**src/rtl/dcm_lock_ctrl_pkg.sv**
```systemverilog
// Shared types and constants for the DCM_SP lock sequencing controller.
package dcm_ctrl_pkg;

    // FSM states, binary encoded
    typedef enum logic [2:0] {
        ST_RST_PULSE = 3'd0,
        ST_WAIT_LOCK = 3'd1,
        ST_STABLE    = 3'd2,
        ST_READY     = 3'd3,
        ST_FAIL      = 3'd4
    } dcm_state_e;

    // DCM_SP STATUS bus bit positions
    localparam int DCM_ST_CLKIN_STOP = 1;
    localparam int DCM_ST_CLKFX_STOP = 2;

    // Width of the shared cycle counter
    localparam int CNT_W = 16;

    // Saturating increment for the 4-bit retry counter
    function automatic logic [3:0] sat_inc4(input logic [3:0] v);
        return (v == 4'hF) ? v : v + 4'd1;
    endfunction

endpackage

```
**src/rtl/dcm_lock_ctrl_if.sv**
```systemverilog
// Control/status bundle between the lock controller and its surroundings.
// slave: the controller side; master: the DCM/system side driving it.
interface dcm_lock_ctrl_if;
    logic       restart;
    logic       locked;
    logic [7:0] dcm_status;
    logic       dcm_reset;
    logic       clk_ready;
    logic       lock_fail;
    logic [3:0] retry_cnt;
    logic [7:0] relock_cnt;

    modport slave (
        input  restart, locked, dcm_status,
        output dcm_reset, clk_ready, lock_fail, retry_cnt, relock_cnt
    );

    modport master (
        output restart, locked, dcm_status,
        input  dcm_reset, clk_ready, lock_fail, retry_cnt, relock_cnt
    );
endinterface

```
**src/rtl/dcm_lock_ctrl_sync2_ff.sv**
```systemverilog
// Two-flop synchronizer of configurable width, synchronously cleared.
module sync2_ff #(
    parameter int W = 1
) (
    input  logic         clk,
    input  logic         reset,
    input  logic [W-1:0] d,
    output logic [W-1:0] q
);
    logic [W-1:0] meta;

    // Two-stage capture of an asynchronous input
    always_ff @(posedge clk) begin
        if (reset) begin
            meta <= '0;
            q    <= '0;
        end else begin
            meta <= d;
            q    <= meta;
        end
    end
endmodule

```
**src/rtl/dcm_lock_ctrl.sv**
```systemverilog
// DCM_SP lock sequencing controller: reset pulse, lock wait with timeout,
// stability qualification, then clk_ready; re-sequences on loss of lock.
// Optional: define DCM_CLKFX_MON_EN to also treat STATUS[2] (CLKFX stopped)
// as loss of lock in READY and as a qualification restart in STABLE.
module dcm_lock_ctrl
    import dcm_ctrl_pkg::*;
#(
    parameter int RST_CYCLES    = 8,
    parameter int LOCK_TIMEOUT  = 65535,
    parameter int STABLE_CYCLES = 1023,
    parameter int MAX_RETRY     = 7
) (
    input logic             clk,
    input logic             reset,
    dcm_lock_ctrl_if.slave  bus
);
    localparam logic [CNT_W-1:0] RST_TC    = CNT_W'(RST_CYCLES);
    localparam logic [CNT_W-1:0] LOCK_TC   = CNT_W'(LOCK_TIMEOUT);
    localparam logic [CNT_W-1:0] STABLE_TC = CNT_W'(STABLE_CYCLES);
    localparam logic [3:0]       RETRY_LIM = 4'(MAX_RETRY);

    dcm_state_e       state;
    logic [CNT_W-1:0] cnt;
    logic             dcm_reset_q, clk_ready_q, lock_fail_q;
    logic [3:0]       retry_q;
    logic [7:0]       relock_q;
    logic             locked_s, clkin_stop, clkfx_stop;
    logic             loss_evt;
    logic [3:0]       retry_nxt;

    sync2_ff #(.W(1)) u_lock_sync (
        .clk(clk), .reset(reset), .d(bus.locked), .q(locked_s)
    );

`ifdef DCM_CLKFX_MON_EN
    logic [1:0] st_s;
    sync2_ff #(.W(2)) u_status_sync (
        .clk(clk), .reset(reset),
        .d({bus.dcm_status[DCM_ST_CLKFX_STOP], bus.dcm_status[DCM_ST_CLKIN_STOP]}),
        .q(st_s)
    );
    assign clkin_stop = st_s[0];
    assign clkfx_stop = st_s[1];
    logic unused_status;
    assign unused_status = ^{bus.dcm_status[7:3], bus.dcm_status[0]};
`else
    sync2_ff #(.W(1)) u_status_sync (
        .clk(clk), .reset(reset),
        .d(bus.dcm_status[DCM_ST_CLKIN_STOP]), .q(clkin_stop)
    );
    assign clkfx_stop = 1'b0;
    logic unused_status;
    assign unused_status = ^{bus.dcm_status[7:2], bus.dcm_status[0]};
`endif

    // Loss of a qualified clock; counted even when restart overrides the move
    assign loss_evt  = (state == ST_READY) && (!locked_s || clkin_stop || clkfx_stop);
    assign retry_nxt = sat_inc4(retry_q);

    // Sequencing FSM with registered outputs; restart overrides every transition
    always_ff @(posedge clk) begin
        if (reset) begin
            state       <= ST_RST_PULSE;
            cnt         <= '0;
            dcm_reset_q <= 1'b1;
            clk_ready_q <= 1'b0;
            lock_fail_q <= 1'b0;
            retry_q     <= '0;
            relock_q    <= '0;
        end else begin
            if (loss_evt)
                relock_q <= relock_q + 8'd1;
            if (bus.restart) begin
                state       <= ST_RST_PULSE;
                cnt         <= '0;
                retry_q     <= '0;
                lock_fail_q <= 1'b0;
                clk_ready_q <= 1'b0;
                dcm_reset_q <= 1'b1;
            end else begin
                case (state)
                    ST_RST_PULSE: begin
                        if (cnt == RST_TC) begin
                            state       <= ST_WAIT_LOCK;
                            cnt         <= '0;
                            dcm_reset_q <= 1'b0;
                        end else begin
                            cnt <= cnt + 1'b1;
                        end
                    end
                    ST_WAIT_LOCK: begin
                        if (locked_s) begin
                            state <= ST_STABLE;
                            cnt   <= '0;
                        end else if (cnt == LOCK_TC) begin
                            cnt         <= '0;
                            retry_q     <= retry_nxt;
                            dcm_reset_q <= 1'b1;
                            if (retry_nxt >= RETRY_LIM) begin
                                state       <= ST_FAIL;
                                lock_fail_q <= 1'b1;
                            end else begin
                                state <= ST_RST_PULSE;
                            end
                        end else begin
                            cnt <= cnt + 1'b1;
                        end
                    end
                    ST_STABLE: begin
                        if (!locked_s) begin
                            state <= ST_WAIT_LOCK;
                            cnt   <= '0;
                        end else if (clkfx_stop) begin
                            cnt <= '0;
                        end else if (cnt == STABLE_TC) begin
                            state       <= ST_READY;
                            cnt         <= '0;
                            clk_ready_q <= 1'b1;
                        end else begin
                            cnt <= cnt + 1'b1;
                        end
                    end
                    ST_READY: begin
                        if (loss_evt) begin
                            state       <= ST_RST_PULSE;
                            cnt         <= '0;
                            clk_ready_q <= 1'b0;
                            dcm_reset_q <= 1'b1;
                        end
                    end
                    ST_FAIL: begin
                        dcm_reset_q <= 1'b1;
                        lock_fail_q <= 1'b1;
                    end
                    default: begin
                        state       <= ST_RST_PULSE;
                        cnt         <= '0;
                        dcm_reset_q <= 1'b1;
                        clk_ready_q <= 1'b0;
                    end
                endcase
            end
        end
    end

    assign bus.dcm_reset  = dcm_reset_q;
    assign bus.clk_ready  = clk_ready_q;
    assign bus.lock_fail  = lock_fail_q;
    assign bus.retry_cnt  = retry_q;
    assign bus.relock_cnt = relock_q;
endmodule
```
**src/flat_wrapper.sv**
```systemverilog
// flat-port wrapper written by rule: the top's interface ports become plain ports
module dcm_lock_ctrl_flat import dcm_ctrl_pkg::*;
#(
    parameter int RST_CYCLES    = 8,
    parameter int LOCK_TIMEOUT  = 65535,
    parameter int STABLE_CYCLES = 1023,
    parameter int MAX_RETRY     = 7
)
  (clk, reset, bus_restart, bus_locked, bus_dcm_status, bus_dcm_reset, bus_clk_ready, bus_lock_fail, bus_retry_cnt, bus_relock_cnt);
  dcm_lock_ctrl_if bus_i ();
  input logic clk;
  input logic reset;
  input wire logic [$bits(bus_i.restart)-1:0] bus_restart;
  input wire logic [$bits(bus_i.locked)-1:0] bus_locked;
  input wire logic [$bits(bus_i.dcm_status)-1:0] bus_dcm_status;
  output wire logic [$bits(bus_i.dcm_reset)-1:0] bus_dcm_reset;
  output wire logic [$bits(bus_i.clk_ready)-1:0] bus_clk_ready;
  output wire logic [$bits(bus_i.lock_fail)-1:0] bus_lock_fail;
  output wire logic [$bits(bus_i.retry_cnt)-1:0] bus_retry_cnt;
  output wire logic [$bits(bus_i.relock_cnt)-1:0] bus_relock_cnt;
  assign bus_i.restart = bus_restart;
  assign bus_i.locked = bus_locked;
  assign bus_i.dcm_status = bus_dcm_status;
  assign bus_dcm_reset = bus_i.dcm_reset;
  assign bus_clk_ready = bus_i.clk_ready;
  assign bus_lock_fail = bus_i.lock_fail;
  assign bus_retry_cnt = bus_i.retry_cnt;
  assign bus_relock_cnt = bus_i.relock_cnt;
  dcm_lock_ctrl #(.RST_CYCLES(RST_CYCLES), .LOCK_TIMEOUT(LOCK_TIMEOUT), .STABLE_CYCLES(STABLE_CYCLES), .MAX_RETRY(MAX_RETRY)) u_core (.clk(clk), .reset(reset), .bus(bus_i));
endmodule
```
**config.mk**
```make
export PLATFORM = sky130hd
export DESIGN_NAME = dcm_lock_ctrl_flat
export DESIGN_NICKNAME = d
export VERILOG_FILES = /design/src/rtl/dcm_lock_ctrl_pkg.sv /design/src/rtl/dcm_lock_ctrl_if.sv /design/src/rtl/dcm_lock_ctrl_sync2_ff.sv /design/src/rtl/dcm_lock_ctrl.sv /design/src/flat_wrapper.sv
export SDC_FILE = /design/constraint.sdc
export NUM_CORES = 1
export LEC_CHECK = 0
export CAP_MARGIN = 20
export CORE_MARGIN = 2
export CORE_UTILIZATION = 59
export CTS_CLUSTER_SIZE = 25
export DETAILED_ROUTE_END_ITERATION = 8
export PLACE_DENSITY = 0.87
export SYNTH_ARGS = -nofsm -noshare
export SYNTH_HDL_FRONTEND = slang
export SYNTH_SLANG_ARGS = --single-unit
```
**constraint.sdc**
```tcl
create_clock -name clk -period 5.1 [get_ports clk]
set_input_delay 1.02 -clock clk [delete_from_list [all_inputs] [get_ports clk]]
set_output_delay 1.02 -clock clk [all_outputs]
set_load 0.005 [all_outputs]
```
# == Word-level counts from Yosys, hierarchy flattened ==
# Index checks and enable logic that the tools add are counted.
# Widths: inputs -> output; s select.
# totals
ff_bits,38
latchBits,0
ram_bits,0
rom_bits,0
in_bits,12
n_memories,0
# op_classes
n_addsub,3
multipliers,0
div_mod_pow,0
order_cmp,1
n_eq_ne,17
shifts,0
muxes,29
n_bitwise,4
reduce_logical,13
# op_table
cell,count
$mux 16,6
$pmux 16 s5,1
$mux 3,7
$add 16x1->16 const B,1
$eq 16x10->1 const B,1
$eq 16x16->1 const B,1
$eq 16x4->1 const B,1
$pmux 3 s5,1
$mux 1,10
$ne 2x1->1 const B,5
$reduce_and 5->1,2
$add 8x1->8 const B,1
$reduce_and 4->1,2
$eq 3x2->1 const B,2
$ne 3x2->1 const B,2
$add 4x1->4 const B,1
$eq 4x4->1 const B,1
$ge 4x3->1 const B,1
$mux 4,1
$ne 2x2->1 const B,2
$not 1->1,4
$pmux 1 s4,1
$eq 3x1->1 const B,1
$eq 3x3->1 const B,1
other kinds (11),11

# == Depth between registers and ports, before layout ==
# logic_depth
depth_word,7
depth_mapped,9

# == Hierarchy ==
# A second synthesis with hierarchy kept.
# unflattened
hier_cells,224
hier_area_um2,2070.7
# by_module_without_submodules
mod,instances,cells_per_inst,area_per_inst_um2,seq_area_each_um2
dcm_lock_ctrl,1,216,1965.6,680.7
sync2_ff,2,4,52.6,40.0

# == Worst setup path after synthesis ==
# Ideal clock, no wire load.
# synth_timing
kind,flip-flop to flip-flop
from,reg u_core.cnt[1]
to,reg u_core.state[1]
t_arrival_ps,1738
slack_ps,3247
stages_incl_launch_ff,8
period_less_slack_ps,1853
path_cell_list,dfxtp_1 ha_1 nand4_4 nor3_4 a31oi_2 o31ai_4 buf_6 o21ai_2
# synth_between
elab_chain_cells,3
elab_cells_between_ends,7
cone_classes,eq/ne: 6; reduce/logical: 1
# synth_rtl
item,line,text
start: declaration,dcm_lock_ctrl.sv:23,logic [CNT_W-1:0] cnt;
start signal: assignment,dcm_lock_ctrl.sv:88,cnt <= cnt + 1'b1;
start signal: assignment,dcm_lock_ctrl.sv:106,cnt <= cnt + 1'b1;
start signal: assignment,dcm_lock_ctrl.sv:120,cnt <= cnt + 1'b1;
"$eq 16x10->1, or another cell as far along",dcm_lock_ctrl.sv:115,end else if (cnt == STABLE_TC) begin
$ne 3x2->1 (no source line) or $ne 2x1->1 (tied branches),-,
$reduce_and 5->1 (no source line) *,-,
end signal: assignment,dcm_lock_ctrl.sv:111,state <= ST_WAIT_LOCK;
end signal: assignment,dcm_lock_ctrl.sv:116,state <= ST_READY;
end signal: assignment,dcm_lock_ctrl.sv:125,state <= ST_RST_PULSE;
end: declaration,dcm_lock_ctrl.sv:22,dcm_state_e state;
# Mark *: on every way between the ends. The rest lies on a longest branch, timed or not.
# A chain may end at the register's enable or synchronous reset.

# == Worst setup path in the final report ==
# layout_timing
from,reg u_core.state[1]
to,reg u_core.cnt[14]
# layout_between
elab_chain_cells,4
elab_cells_between_ends,10
cone_classes,eq/ne: 5; mux: 1; bitwise: 1; reduce/logical: 3
# layout_rtl
item,line,text
start signal: assignment,dcm_lock_ctrl.sv:63,state <= ST_RST_PULSE;
start signal: assignment,dcm_lock_ctrl.sv:74,state <= ST_RST_PULSE;
start signal: assignment,dcm_lock_ctrl.sv:84,state <= ST_WAIT_LOCK;
$eq 3x2->1,"dcm_lock_ctrl.sv:57, dcm_lock_ctrl.sv:81",
$logic_and 1x1->1,dcm_lock_ctrl.sv:57,assign loss_evt = (state == ST_READY) && (!locked_s || clkin_stop || clkfx_stop);
$ne 2x1->1 (no source line),-,
$reduce_and 2->1 (no source line),-,
# Several ways; a longest one is shown, not always the timed one.

==> results_dict.tcl <==
set metrics [dict create \
    cts_setup_buffers 0 \
    syn_area_mm2 0.00204 \
    ir_drop_v 0.000181 \
    syn_nets 247 \
    clk_latency_ns 0.35 \
    finalClockSkew_ns 0.00504 \
    ys_ff_latch 38 \
    start_util_pct 61.1 \
    drive_above_1_share_pct 13.7 \
    synth_cell_types 54 \
    r2r_start "u_core.state[1]" \
    final_cell_area_mm2 0.00230 \
    hold_viol_final 0 \
    avgSynthCellArea_um2 8.83 \
    cp.required_ns 5.31 \
    yosys.area.top_type "dfxtp_1" \
    antenna_found_initial 0 \
    synth_top_area_share_pct 37.3 \
    holdPathStages 1 \
    yosysMostFrequentCell "dfxtp_1" \
    track_usage_pct 23.9 \
    tightest_slew_ns 1.00 \
    wl_um 4190 \
    leakagePower_nw 0.769 \
    async_flop_share_pct 0 \
    dpl_cell_area_mm2 0.00223 \
    crit_path_end_kind "flop" \
    overflow 0 \
    grt_max_degree 15 \
    fin_setup_tns_ns 0 \
    finalMaxSlewViolations 0 \
    io_pins 27 \
    fp.coreArea_mm2 0.00334 \
    power.density_mw_per_mm2 211 \
    die_h_um 62.8 \
    fmax_mhz 349 \
    cts_tree "yes" \
    rows 21 \
    synth_common_cells "dfxtp_1 (38), nand2_1 (20), nor2_1 (20)" \
    worstPathMaxFanout 13 \
    power_mw 0.484 \
    period_minus_slack_ns 2.86 \
    synth_top_flop_cell "dfxtp_1" \
    max_cap_viol_count 0 \
    hpwl_um 3120 \
    grt_pass1_wl_um 7530 \
    relSlewSlack_pct 33.3 \
    synth_cells 231 \
    fill_cells 272 \
    hp-start "u_core.u_status_sync.meta" \
    clk_pin_slew_ns 0.11 \
    first_global_vias 1727 \
    hold_ws_ns 0.447 \
    cts.hold.buffers_added 0 \
    htree_levels 2 \
    reg2reg_to "u_core.cnt[14]" \
    r2r.worst_path.cells 5 \
    syn_to_final_growth_pct 12.6 \
    min_to "u_core.u_status_sync.q" \
    dr.pass1.iters 4 \
    synth_edf_count 0 \
    period_share_pct 56.2 \
    port_buffers 19 \
    remaining_drc_errors 0 \
    fp.dieW_um 62.8 \
    drtIter0Drc 104 \
    clock-root-buffer "clkbuf_4" \
    die_area_mm2 0.00394 \
    hp-class "flop to flop" \
    cts_buffers 5 \
    ys_seq_area_share_pct 37.3 \
    start_kind "flop" \
    ctsResizeCount 0 \
    clock-sinks 38 \
    yosys_warnings 0 \
    critical_path_class "flop to flop" \
    synth_area_leaders "dfxtp_1 (37%), xnor2_1 (3.9%), nand2_1 (3.7%), nor2_1 (3.7%), xor2_1 (3.0%)" \
    ant_nets 0 \
    clockBufferDepth 2 \
    layout.nets 264 \
    ff2ff_setup_slack_ns 2.24 \
    diodes 0 \
    gp_congestion 0.827 \
    rsz0062_at_grt "no" \
    wl_per_cell_um 14.2 \
    status "finished, final reports clean" \
    viasPerCell 5.92 \
    crit_arrival_ns 3.08 \
    vias 1745 \
    setup_viol 0 \
]
-- placed cells by master, fill, tap and decap left out, drive strengths merged, types with 5 or more instances in the layout --
cell / count
mux2i: 5
dfxtp: 38
nor2b: 7
xnor2: 9
nand3: 12
xor2: 7
a21oi: 10
nor2: 29
inv: 8
nand4: 9
nor4: 10
nor3: 12
clkbuf: 6
nand2: 20
o21ai: 8
clkdlybuf4s50: 19
-- cells by family after synthesis --
kind of cell,Yosys count,share of synthesized area (%)
simple gates,116,33.9
flops,38,37.3
compound gates,34,12.3
buf+inv,17,4.17
xor+xnor,16,6.87
mux,6,3.01
fa+ha+maj,4,2.45
-- worst max-delay path, cell delays in order, from the launching register on --
cell and delay, ns:
dfxtp_1 0.59, nor2_1 0.17, a32oi_1 0.79, o21ai_1 0.32, o31ai_4 0.72, nor3_1 0.13
-- where the power goes --
part	switching (mW)	leakage, nW	internal (mW)
Clock	0.101	0.0343	0.0662
Sequential	0.00179	0.307	0.299
Combinational	0.00959	0.428	0.00653
Total	0.113	0.769	0.372
-- worst max-delay path by stage --
| stage | end | start | cells past startpoint | slack (ns) |
|---|---|---|---|---|
| 2_1_floorplan | u_core.state[1] | u_core.cnt[1] | 7 | 3.25 |
| 3_3_place_gp | u_core.cnt[9] | reset | 4 | 2.28 |
| 3_5_place_dp | u_core.cnt[9] | reset | 4 | 2.26 |
| 4_1_cts | u_core.cnt[14] | u_core.state[1] | 5 | 2.33 |
| 5_1_grt | u_core.cnt[14] | u_core.state[1] | 5 | 2.06 |
| 6_report | u_core.cnt[14] | u_core.state[1] | 5 | 2.24 |
-- cell type report --
cell class | instances | area [um2] | area share, %
multi-input cells | 176 | 1190 | 52.0
clock inverters | 2 | 12.5 | 0.545
well taps | 46 | 57.6 | 2.51
clock buffers | 6 | 51.3 | 2.23
inverters | 8 | 30.0 | 1.31
repair buffers | 19 | 190 | 8.28
flip-flops and latches | 38 | 761 | 33.1
-- flip-flops by register name, summed over array words and instances (netlist names) --
register and count:
u_core.cnt 16, u_core.bus.relock_cnt 8, u_core.bus.retry_cnt 4, u_core.state 3, u_core.bus.clk_ready 1, u_core.bus.dcm_reset 1
u_core.bus.lock_fail 1, u_core.u_lock_sync.meta 1, u_core.u_lock_sync.q 1, u_core.u_status_sync.meta 1, u_core.u_status_sync.q 1
-- metrics by stage --
step | setup WS [ns] | util [%] | cells
finish | 2.24 | 68.8 | 295
global route | 2.06 | 68.8 | 295
CTS | 2.33 | 68.8 | 295
detailed placement | 2.26 | 66.9 | 287
global placement | 2.28 | 66.9 | 287
floorplan | 3.25 | - | 231
-- per-layer routing --
| metal | global-route usage, % | wire length [um] | share of wire, % |
|---|---|---|---|
| met5 | 0 | 0 | 0 |
| met4 | 11.1 | 119 | 2.8 |
| met3 | 8.29 | 165 | 3.9 |
| met2 | 36.8 | 1980 | 47 |
| met1 | 30.1 | 1920 | 46 |
Power figures use the tool's default switching activity.
==> patch (config.mk and constraints unchanged) <==
Reset style: asynchronous (`reset`), changed in 2 clocked blocks.
--- a/src/rtl/dcm_lock_ctrl_sync2_ff.sv
+++ b/src/rtl/dcm_lock_ctrl_sync2_ff.sv
@@ -12,3 +12,3 @@
     // Two-stage capture of an asynchronous input
-    always_ff @(posedge clk) begin
+    always_ff @(posedge clk or posedge reset) begin
         if (reset) begin
--- a/src/rtl/dcm_lock_ctrl.sv
+++ b/src/rtl/dcm_lock_ctrl.sv
@@ -60,3 +60,3 @@
     // Sequencing FSM with registered outputs; restart overrides every transition
-    always_ff @(posedge clk) begin
+    always_ff @(posedge clk or posedge reset) begin
         if (reset) begin
Function: differs if reset is asserted again (counterexample within 10 cycles, from zero or initial values and one cycle with reset high); with reset held inactive, the same outputs for 10 cycles.
==> patch against the original RTL <==
Setup slack improved by 0.079 ns; synthesized area up 0.18%; utilization increased by 1.3 points; maximum frequency up 2.8%; final area is 1.9% higher; wire length is 7.8% lower; sequential cell count is the same; register-to-register slack better by 0.60 ns; critical path type is now primary input to flip-flop; critical endpoint is now u_core.cnt[8].
Power is not compared: it rests on default switching activity, and its combinational part moved more than twofold at a synthesized area within 25%.
==> patch: results (changes against the original RTL) <==
Synth
  – Most common library cells after synthesis: dfrtp_1, nand2_1, nor2_1, nand3_1, xor2_1 (was dfxtp_1, nand2_1, nor2_1, nand3_1, nor3_1)
  – Syn_nets: 219 (was 247)
  – Yosys cell types: 53 (was 54)
  – Ys flop type: dfrtp_1 (was dfxtp_1)
  – Synth Area in Compound Gates: 0.103 (was 0.123)
  – Ranking of synthesized cells by area: dfrtp_1, xor2_1, nand3_1 (was dfxtp_1, xnor2_1, nand2_1)
  – Async S/R FF share, synth: 1.00 (was 0)
  – Multiplexer share of the synthesized area: 0.0159 (was 0.0301)
  – Synth Area in Adders: 0.0245 (about the same)
  – Post-Syn Area per Cell: 10.1 um^2 (was 8.83 um^2)
  – Seq/Total Area, Yosys: 0.466 (was 0.373)
  – Xor/xnor cell area share of the yosys netlist: 0.0900 (was 0.0687)

Route
  – WL/cell: 14.3 um (was 14.2 um)
  – Vias/cell: 5.80 (was 5.92)
  – Iter 0 DRT Violations: 66 (was 104)

GRT
  – First-pass GRT wire length: 6770 um (was 7530 um)
  – Pin count of the biggest net entering global routing: 39 (was 15)
  – Total track usage: 0.220 (was 0.239)
  – Number of global-route vias before repair: 1450 (was 1727)

Setup path
  – Worst EP arrival: 3.02 ns (was 3.08 ns)
  – Reg2Reg Depth: 6 (was 5)
  – Delay-heaviest family, CP: buffers and inverters (was compound AO/OA/AOI/OAI gates)
  – CP max stage delay: 0.70 ns (was 0.79 ns)
  – Worst r2r src: u_core.cnt[10] (was u_core.state[1])

Final layout
  – Post-Layout Cell Count: 271 (was 295)
  – Layout net count: 240 (was 264)
  – Share of cells above drive strength 1: 0.129 (was 0.137)

Placed design
  – GP Congestion: 0.849 (was 0.827)
  – Hpwl dp: 2730 um (was 3120 um)
  – Placed Instances: 263 (was 287)
  – PortBufs: 19 (unchanged)

Hold path
  – HP Start: u_core.u_status_sync.meta (unchanged)
  – Worst hold endpoint: u_core.u_status_sync.q (unchanged)
  – Hold Path Cell Cnt: 0 (was 1)

Run status
  – Run status: complete, no violations (unchanged)

Timing
  – Slew margin rel.: 0.600 (was 0.333)
[patch: cell count changes after synthesis, moves of 6 or more]
cell and delta:
dfxtp_1 -38, dfrtp_1 +37, xor2_1 +8, nor4_1 -7, nor2_2 -6, nor3_1 -6
[patch: per-layer routing]
layer	routed length (um)	vias up	part of all wire	global-route usage
li1	-	770	-	-
met4	53	0	0.014	0.0750
met5	0	-	0	0
met1	1840	758	0.48	0.301
met3	175	5	0.045	0.0541
met2	1800	39	0.47	0.345
[patch: cell families after synthesis]
logic type,after synthesis
simple gates,96
compound gates,29
buf+inv,12
fa+ha+maj,4
mux,3
xor+xnor,21
flops,38
[patch: worst max-delay path by stage]
stage,start,end,slack (ns),cells after the start
floorplan,bus_restart,u_core.cnt[8],2.71,7
global route,bus_restart,u_core.cnt[8],2.24,6
global placement,bus_restart,u_core.cnt[8],2.03,6
detailed placement,bus_restart,u_core.cnt[8],1.98,6
CTS,bus_restart,u_core.cnt[8],2.36,6
finish,bus_restart,u_core.cnt[8],2.31,6
[patch: worst register-to-register path: cells and delay by family (launching register included)]
kind,cells,cell delay [ns]
AOI/OAI and AO/OA,2,0.45
DFF,1,0.44
and+or+nand+nor,4,1.24
[patch: final cells by class]
cell class | count | area (um^2)
multi-input combinational | 153 | 1030
fill | 256 | 998
sequential | 38 | 952
timing repair buffer | 20 | 198
tap | 46 | 57.6
clock inverter | 3 | 45.0
clock buffer | 5 | 37.5
inverter | 6 | 22.5
[patch: report_power, final]
group	switching, mW	total, mW	internal (mW)
registers	0.0391	0.366	0.327
logic	0.0822	0.158	0.0760
clock network	0.105	0.207	0.103
[patch: stage by stage]
step                      total power [mW]  hold slack, ns  worst slack (ns)  area (um^2)  utilization
after floorplan                      0.484           0.331              2.71         2040            -
after global placement               0.522           0.334              2.03         2260        0.676
after detailed placement             0.528           0.337              1.98         2260        0.676
after CTS                            0.735           0.365              2.36         2340        0.701
after global routing                 0.776           0.381              2.24         2340        0.701
final                                0.731           0.362              2.31         2340        0.701
